<file path="src/rtl/ahb_timer_satellite.sv">
// AHB-Lite timer satellite: 32-bit compare timer with prescaler, autoreload/one-shot and a level interrupt.
// Optional prescaler is built only when AHB_TIMER_PRESCALER_EN is defined; otherwise the timer ticks every enabled cycle.
module ahb_timer_satellite #(
    parameter int          PRESCALE_W    = 16,
    parameter logic [31:0] RESET_COMPARE = 32'hFFFF_FFFF
) (
    input  logic        clk,
    input  logic        rst,
    input  logic        hsel,
    input  logic [31:0] haddr,
    input  logic [1:0]  htrans,
    input  logic        hwrite,
    input  logic [2:0]  hsize,
    input  logic [31:0] hwdata,
    input  logic        hready,
    output logic [31:0] hrdata,
    output logic        hreadyout,
    output logic        hresp,
    output logic        tim_int
);

    localparam logic [2:0] ADDR_CTRL     = 3'd0;
    localparam logic [2:0] ADDR_PRESCALE = 3'd1;
    localparam logic [2:0] ADDR_COUNT    = 3'd2;
    localparam logic [2:0] ADDR_COMPARE  = 3'd3;
    localparam logic [2:0] ADDR_STATUS   = 3'd4;

    logic        dp_valid;
    logic        dp_write;
    logic [2:0]  dp_addr;
    logic        ctrl_en;
    logic        ctrl_autoreload;
    logic        ctrl_ie;
    logic [31:0] count;
    logic [31:0] compare;
    logic        match;
    logic        tick;
    logic        hit;
    logic [31:0] prescale_rd;
    logic        wr_en;
    logic        unused_inputs;

    assign unused_inputs = ^{hsize, haddr[31:5], haddr[1:0], htrans[0]};

    always_ff @(posedge clk or posedge rst) begin
        if (rst) begin
            dp_valid <= 1'b0;
            dp_write <= 1'b0;
            dp_addr  <= '0;
        end else begin
            dp_valid <= hsel & htrans[1] & hready;
            if (hsel && htrans[1] && hready) begin
                dp_addr  <= haddr[4:2];
                dp_write <= hwrite;
            end
        end
    end

    assign wr_en = dp_valid & dp_write;

`ifdef AHB_TIMER_PRESCALER_EN
    localparam logic [PRESCALE_W-1:0] PCNT_ONE = PRESCALE_W'(1);

    logic [PRESCALE_W-1:0] prescale;
    logic [PRESCALE_W-1:0] pcnt;

    always_ff @(posedge clk or posedge rst) begin
        if (rst) begin
            prescale <= '0;
            pcnt     <= '0;
        end else begin
            if (wr_en && dp_addr == ADDR_PRESCALE) begin
                prescale <= hwdata[PRESCALE_W-1:0];
            end
            if (!ctrl_en || tick) begin
                pcnt <= '0;
            end else begin
                pcnt <= pcnt + PCNT_ONE;
            end
        end
    end

    // >= rather than == so lowering PRESCALE below the running count still ticks
    assign tick        = ctrl_en && (pcnt >= prescale);
    assign prescale_rd = 32'(prescale);
`else
    assign tick        = ctrl_en;
    assign prescale_rd = '0;
`endif

    assign hit = tick && (count == compare);

    always_ff @(posedge clk or posedge rst) begin
        if (rst) begin
            ctrl_en         <= 1'b0;
            ctrl_autoreload <= 1'b0;
            ctrl_ie         <= 1'b0;
            count           <= '0;
            compare         <= RESET_COMPARE;
            match           <= 1'b0;
        end else begin
            if (tick) begin
                if (hit) begin
                    if (ctrl_autoreload) begin
                        count <= '0;
                    end else begin
                        ctrl_en <= 1'b0;
                    end
                end else begin
                    count <= count + 32'd1;
                end
            end
            // NOTE: with non-blocking assignments the last one in the block wins,
            // so placing bus writes after the tick update gives the bus priority.
            if (wr_en && dp_addr == ADDR_CTRL) begin
                ctrl_en         <= hwdata[0];
                ctrl_autoreload <= hwdata[1];
                ctrl_ie         <= hwdata[2];
            end
            if (wr_en && dp_addr == ADDR_COUNT) begin
                count <= hwdata;
            end
            if (wr_en && dp_addr == ADDR_COMPARE) begin
                compare <= hwdata;
            end
            if (hit) begin
                match <= 1'b1;
            end else if (wr_en && dp_addr == ADDR_STATUS && hwdata[0]) begin
                match <= 1'b0;
            end
        end
    end

    always_comb begin
        // NOTE: default first so every path assigns hrdata and no latch is inferred.
        hrdata = '0;
        if (dp_valid && !dp_write) begin
            case (dp_addr)
                ADDR_CTRL:     hrdata = {29'd0, ctrl_ie, ctrl_autoreload, ctrl_en};
                ADDR_PRESCALE: hrdata = prescale_rd;
                ADDR_COUNT:    hrdata = count;
                ADDR_COMPARE:  hrdata = compare;
                ADDR_STATUS:   hrdata = {31'd0, match};
                default:       hrdata = '0;
            endcase
        end
    end

    assign tim_int   = match & ctrl_ie;
    assign hreadyout = 1'b1;
    assign hresp     = 1'b0;

endmodule

</file>
<file path="config.mk">
export PLATFORM = sky130hd
export DESIGN_NAME = ahb_timer_satellite
export DESIGN_NICKNAME = d
export VERILOG_FILES = /design/src/rtl/ahb_timer_satellite.sv
export SDC_FILE = /design/constraint.sdc
export NUM_CORES = 1
export LEC_CHECK = 0
export CELL_PAD_IN_SITES_DETAIL_PLACEMENT = 0
export CELL_PAD_IN_SITES_GLOBAL_PLACEMENT = 1
export CORE_MARGIN = 1
export CORE_UTILIZATION = 34
export DETAILED_ROUTE_END_ITERATION = 6
export PLACE_DENSITY = 0.77
export REMOVE_ABC_BUFFERS = 1
export SYNTH_ARGS = -nofsm -noshare
export SYNTH_HDL_FRONTEND = slang
export SYNTH_SLANG_ARGS = --single-unit
</file>
<file path="constraint.sdc">
create_clock -name clk -period 2.5 [get_ports clk]
set_input_delay 0.75 -clock clk [delete_from_list [all_inputs] [get_ports clk]]
set_output_delay 0.75 -clock clk [all_outputs]
set_load 0.01 [all_outputs]
</file>
[Word level (Yosys, flattened, before mapping)]
Cells that the tools add are included.
Cells by class
  add/subtract/negate cells: 1
  $mul: 0
  div/mod/pow operators: 0
  $lt $le $gt $ge: 0
  eq/ne operators: 5
  shift operators: 0
  multiplexer cells: 12
  bitwise gates (word level): 4
  reduce and logical (&&, ||, !) cells: 14
Operators with widths (number)
  2-to-1 mux 32 bit: 5
  case mux 32 bit (4 select lines): 1
  adder 32 x 1 -> 32 bit, second input constant: 1
  == test 32 bit: 1
  logical AND 1 bit: 9
  == test 3 x 2 -> 1 bit, second input constant: 2
  2-to-1 mux 1 bit: 6
  AND 1 bit: 4
  nonzero test 2 bit: 2
  == test 3 bit, second input constant: 1
  zero test 3 bit: 1
  != test 3 x 2 -> 1 bit, second input constant: 1
  AND reduction 2 bit: 1
  zero test 1 bit: 1
Word-level totals
  register bits: 73
  bits in latches: 0
  bits in writable memories: 0
  bits in read-only memories: 0
  input bits: 74
  output and inout bits: 35
  logic and storage cells: 45
  memories: 0

[Depth between registers and ports, before layout]
  word-level depth: 5
  depth in mapped cells: 9
  mapped depth without buffers: 7

[Worst setup path before layout]
Ideal clock, no wire load.
  path kind: register to output
  from: reg dp_addr[0]
  to: out hrdata[21]
  arrival time: 1.497 ns
  data required time: 1.750 ns
  setup slack: 0.253 ns
  stages on the path, launching flop included: 6
  path buffers: 2
  cell sequence: dfrtp_1 nor3b_2 clkbuf_1 buf_1 a22oi_1 nor2_1
Between the ends
  cells in the longest elaborated chain, start to end: 3
  elaborated cells on any way between the ends: 6
  those cells by class: 3 x eq/ne; 2 x mux; 1 x reduce/logical
Ends and longest elaborated chain
  start, declared: RTL line 30  | logic [2:0] dp_addr;
  start signal, assigned: RTL line 53  | dp_addr <= haddr[4:2];
  == test 3 bit, or another cell as far along: RTL line 138  | case (dp_addr)
  case mux 32 bit (4 select lines) *: RTL line 138
  2-to-1 mux 32 bit *: RTL line 137  | if (dp_valid && !dp_write) begin
  end, declared: RTL line 16  | output logic [31:0] hrdata,
Mark *: on every way between the ends. The rest lies on a longest branch, timed or not.

[Worst setup path after layout]
  from: reg dp_addr[0]
  to: out hrdata[5]
The elaborated chain is that of the path after synthesis.

==> flow_summary.yaml <==
die:
  die_x_um: 119
  die_height_um: 119
  die-area_um2: 14200
  start_util_pct: 35.1
  core_um2: 13300
  io_pins: 109
  num_rows: 42
setup_path:
  worst_setup_path_end_kind: "output port"
  slowest_delay_ps: 420
  crit_chain: "buf_12, nor3b_4, buf_6, buf_12, buf_4, a22oi_2, nor2_1, buf_2"
  arrival_ps: 1770
  critPathSlowestCell: "dfrtp_2"
  crit_required_ps: 1750
  critPathMaxFanout: 6
  critPathKind: "flop to output port"
  crit_path_start_kind: "flop"
  cpMostUsedCell: "buf_12"
sta:
  fin_crit_sh_pct: 101
  tightest_slew_ps: 748
  rsz0062_at_grt: "true"
  max_freq_mhz: 397
  fin_crit_ps: 2520
  setup_slack_ps: -21.5
  skew_ps: 6.19
  setup_viol: 4
  fin_tns_setup_ps: -50.4
  finalHoldViolations: 0
  slew_headroom_pct: 49.6
  slew_violations: 0
route:
  viasPerCell: 5.61
  drt_iter0_drc: 314
  routedWlPerCell_um: 18.8
  wirelength_um: 14700
  ant_nets: 0
  dr.pass1.iters: 5
  route.detailed.drc: 0
  num_vias: 4373
yosys:
  synthSimpleGateAreaFrac_pct: 21.4
  synth_edf_count: 0
  synth_top_family_by_area: "simple AND/OR/NAND/NOR gates"
  synth_top_cell_by_area: "dfrtp_1"
  synthMuxAreaShare_pct: 10.3
  ys_async_sr_fraction_pct: 100
  synth_compound_area_share_pct: 16.5
  synth_area_um2: 4670
  synthAdderAreaFrac_pct: 0.268
  ys.flop_type: "dfrtp_1"
  synthCells: 506
  yosysUniqueCellTypes: 52
  synth_xor_xnor_area_share_pct: 6.00
  netlist_top_cells_area: "dfrtp_1 (22%), dfstp_2 (18%), mux2_2 (9.4%)"
  seq_area_frac_synth_pct: 40.0
  synth_top_area_share_pct: 22.0
  syn_avg_cell_area_um2: 9.23
  ys_top_cells_by_count: "nor2_1 (53), nand2_1 (43), dfrtp_1 (41)"
  yosys_warnings: 0
  ys_seq_elements: 73
  yosysMostFrequentCell: "nor2_1"
cts:
  ctsHoldBuffers: 0
  clk_latency_ps: 340
  h-tree-depth: 3
  ctsLongestPathBuffers: 2
  clock_sinks: 73
  cts_buffers: 9
  cts_tree: "yes"
  cts_root_buffer: "clkbuf_16"
  clkTransAtPathRegs_ps: 60
global_routing:
  grt_pass1_wl_um: 23300
  first_global_vias: 4350
  antenna_found_initial: 0
  overflow: 0
  grt_max_degree: 74
  gr-usage-all-layers_pct: 21.1
pwr:
  total_power_mw: 5.21
  ir_worst_vdd_mv: 0.326
  power_density_nw_per_um2: 810
  leakage_nw: 2.44
placement:
  place_congestion: 0.864
  place_hpwl_um: 9670
  portBuffers: 73
final_layout:
  final_nets: 674
  layout-drive-gt1-share_pct: 37.9
  syn_to_final_growth_pct: 37.7
  diodes: 0
  postLayoutCoreUtil_pct: 48.4
status:
  status: "finished with violations"
  failed_checks: "negative setup slack"
job:
  drv_cap: 0
worst_hold_path:
  hold_class: "flop to flop"
## critical path, delay by kind of cell (launching register included)
kind	cells	cell delay [ps]
buf+inv	5	660
flops	1	420
simple gates	2	270
compound gates	1	60
## sequential cells by signal, indices dropped and copies added, names as in the netlist
| signal | count |
|---|---|
| compare | 32 |
| count | 32 |
| ctrl_autoreload | 1 |
| ctrl_en | 1 |
| ctrl_ie | 1 |
| dp_addr | 3 |
| dp_valid | 1 |
| dp_write | 1 |
| match | 1 |
## per-stage QoR
step           worst slack [ps]  hold WS [ps]  cell area, um2  std cells
2_1_floorplan              -885           475            4460        464
4_1_cts                    -128           535            6100        774
3_3_place_gp              -45.9           519            5740        746
3_5_place_dp               -103           524            5740        746
5_1_grt                    -102           573            6430        780
6_report                  -21.5           529            6430        780
## placed cells by master (no fill, tap or decap), types with 12 or more instances in the layout
cell type,instances
o21ai_0,15
buf_4,32
nand3_1,28
nor2_4,13
xnor2_1,31
dfstp_2,32
nand2_1,43
nor2_1,30
buf_6,16
buf_2,18
dfrtp_1,38
inv_1,13
nand4_1,16
mux2_2,39
a22oi_2,17
o211ai_1,12
a22oi_1,19
clkdlybuf4s50_1,41
a31oi_1,12
## repair_timing
action,CTS,global route
pin swaps,14,21
setup endpoints to repair,32,32
resized for setup,143,72
gates cloned,3,2
setup buffers,9,7
## cell families after synthesis
kind of cell | count (synthesis)
and+or+nand+nor | 192
other | 2
muxes | 43
AOI/OAI and AO/OA | 107
DFF | 73
xor gates and xnor gates | 32
adders and majority gates | 1
buffers and inverters | 56
## routing by layer
metal	vias up	track usage, %	wire length (um)
li1	2037	-	-
met1	2188	28.3	6470
met2	135	34.7	7430
met3	13	4.12	650
met4	0	5.14	138
met5	-	0	0
## final timing paths
| check | start | endpoint | cells past startpoint | slack [ps] |
|---|---|---|---|---|
| setup / recovery | dp_addr[0] | hrdata[5] | 8 | -20 |
| hold / removal | ctrl_ie | ctrl_ie | 1 | 530 |
| setup reg to reg | count[28] | count[31] | 7 | 160 |
| hold reg to reg | ctrl_ie | ctrl_ie | 1 | 530 |
| max in group asynchronous | rst | compare[21] | 3 | 1330 |
| min in group asynchronous | rst | ctrl_ie | 3 | 820 |
## report_power, final
| part | leakage, nW | total (mW) | internal, mW | switching (mW) |
|---|---|---|---|---|
| logic | 1.50 | 1.87 | 0.920 | 0.953 |
| registers | 0.798 | 2.10 | 1.61 | 0.491 |
| clock network | 0.137 | 1.24 | 0.721 | 0.515 |
## cell type report
type,count,area [um2]
multi-input cells,377,2770
fillers,1281,6870
flip-flops and latches,73,1870
well taps,176,220
repair buffers,124,1230
inverters,14,52.6
clock buffers,11,253
clock inverters,5,30.0
Power figures use the tool's default switching activity.
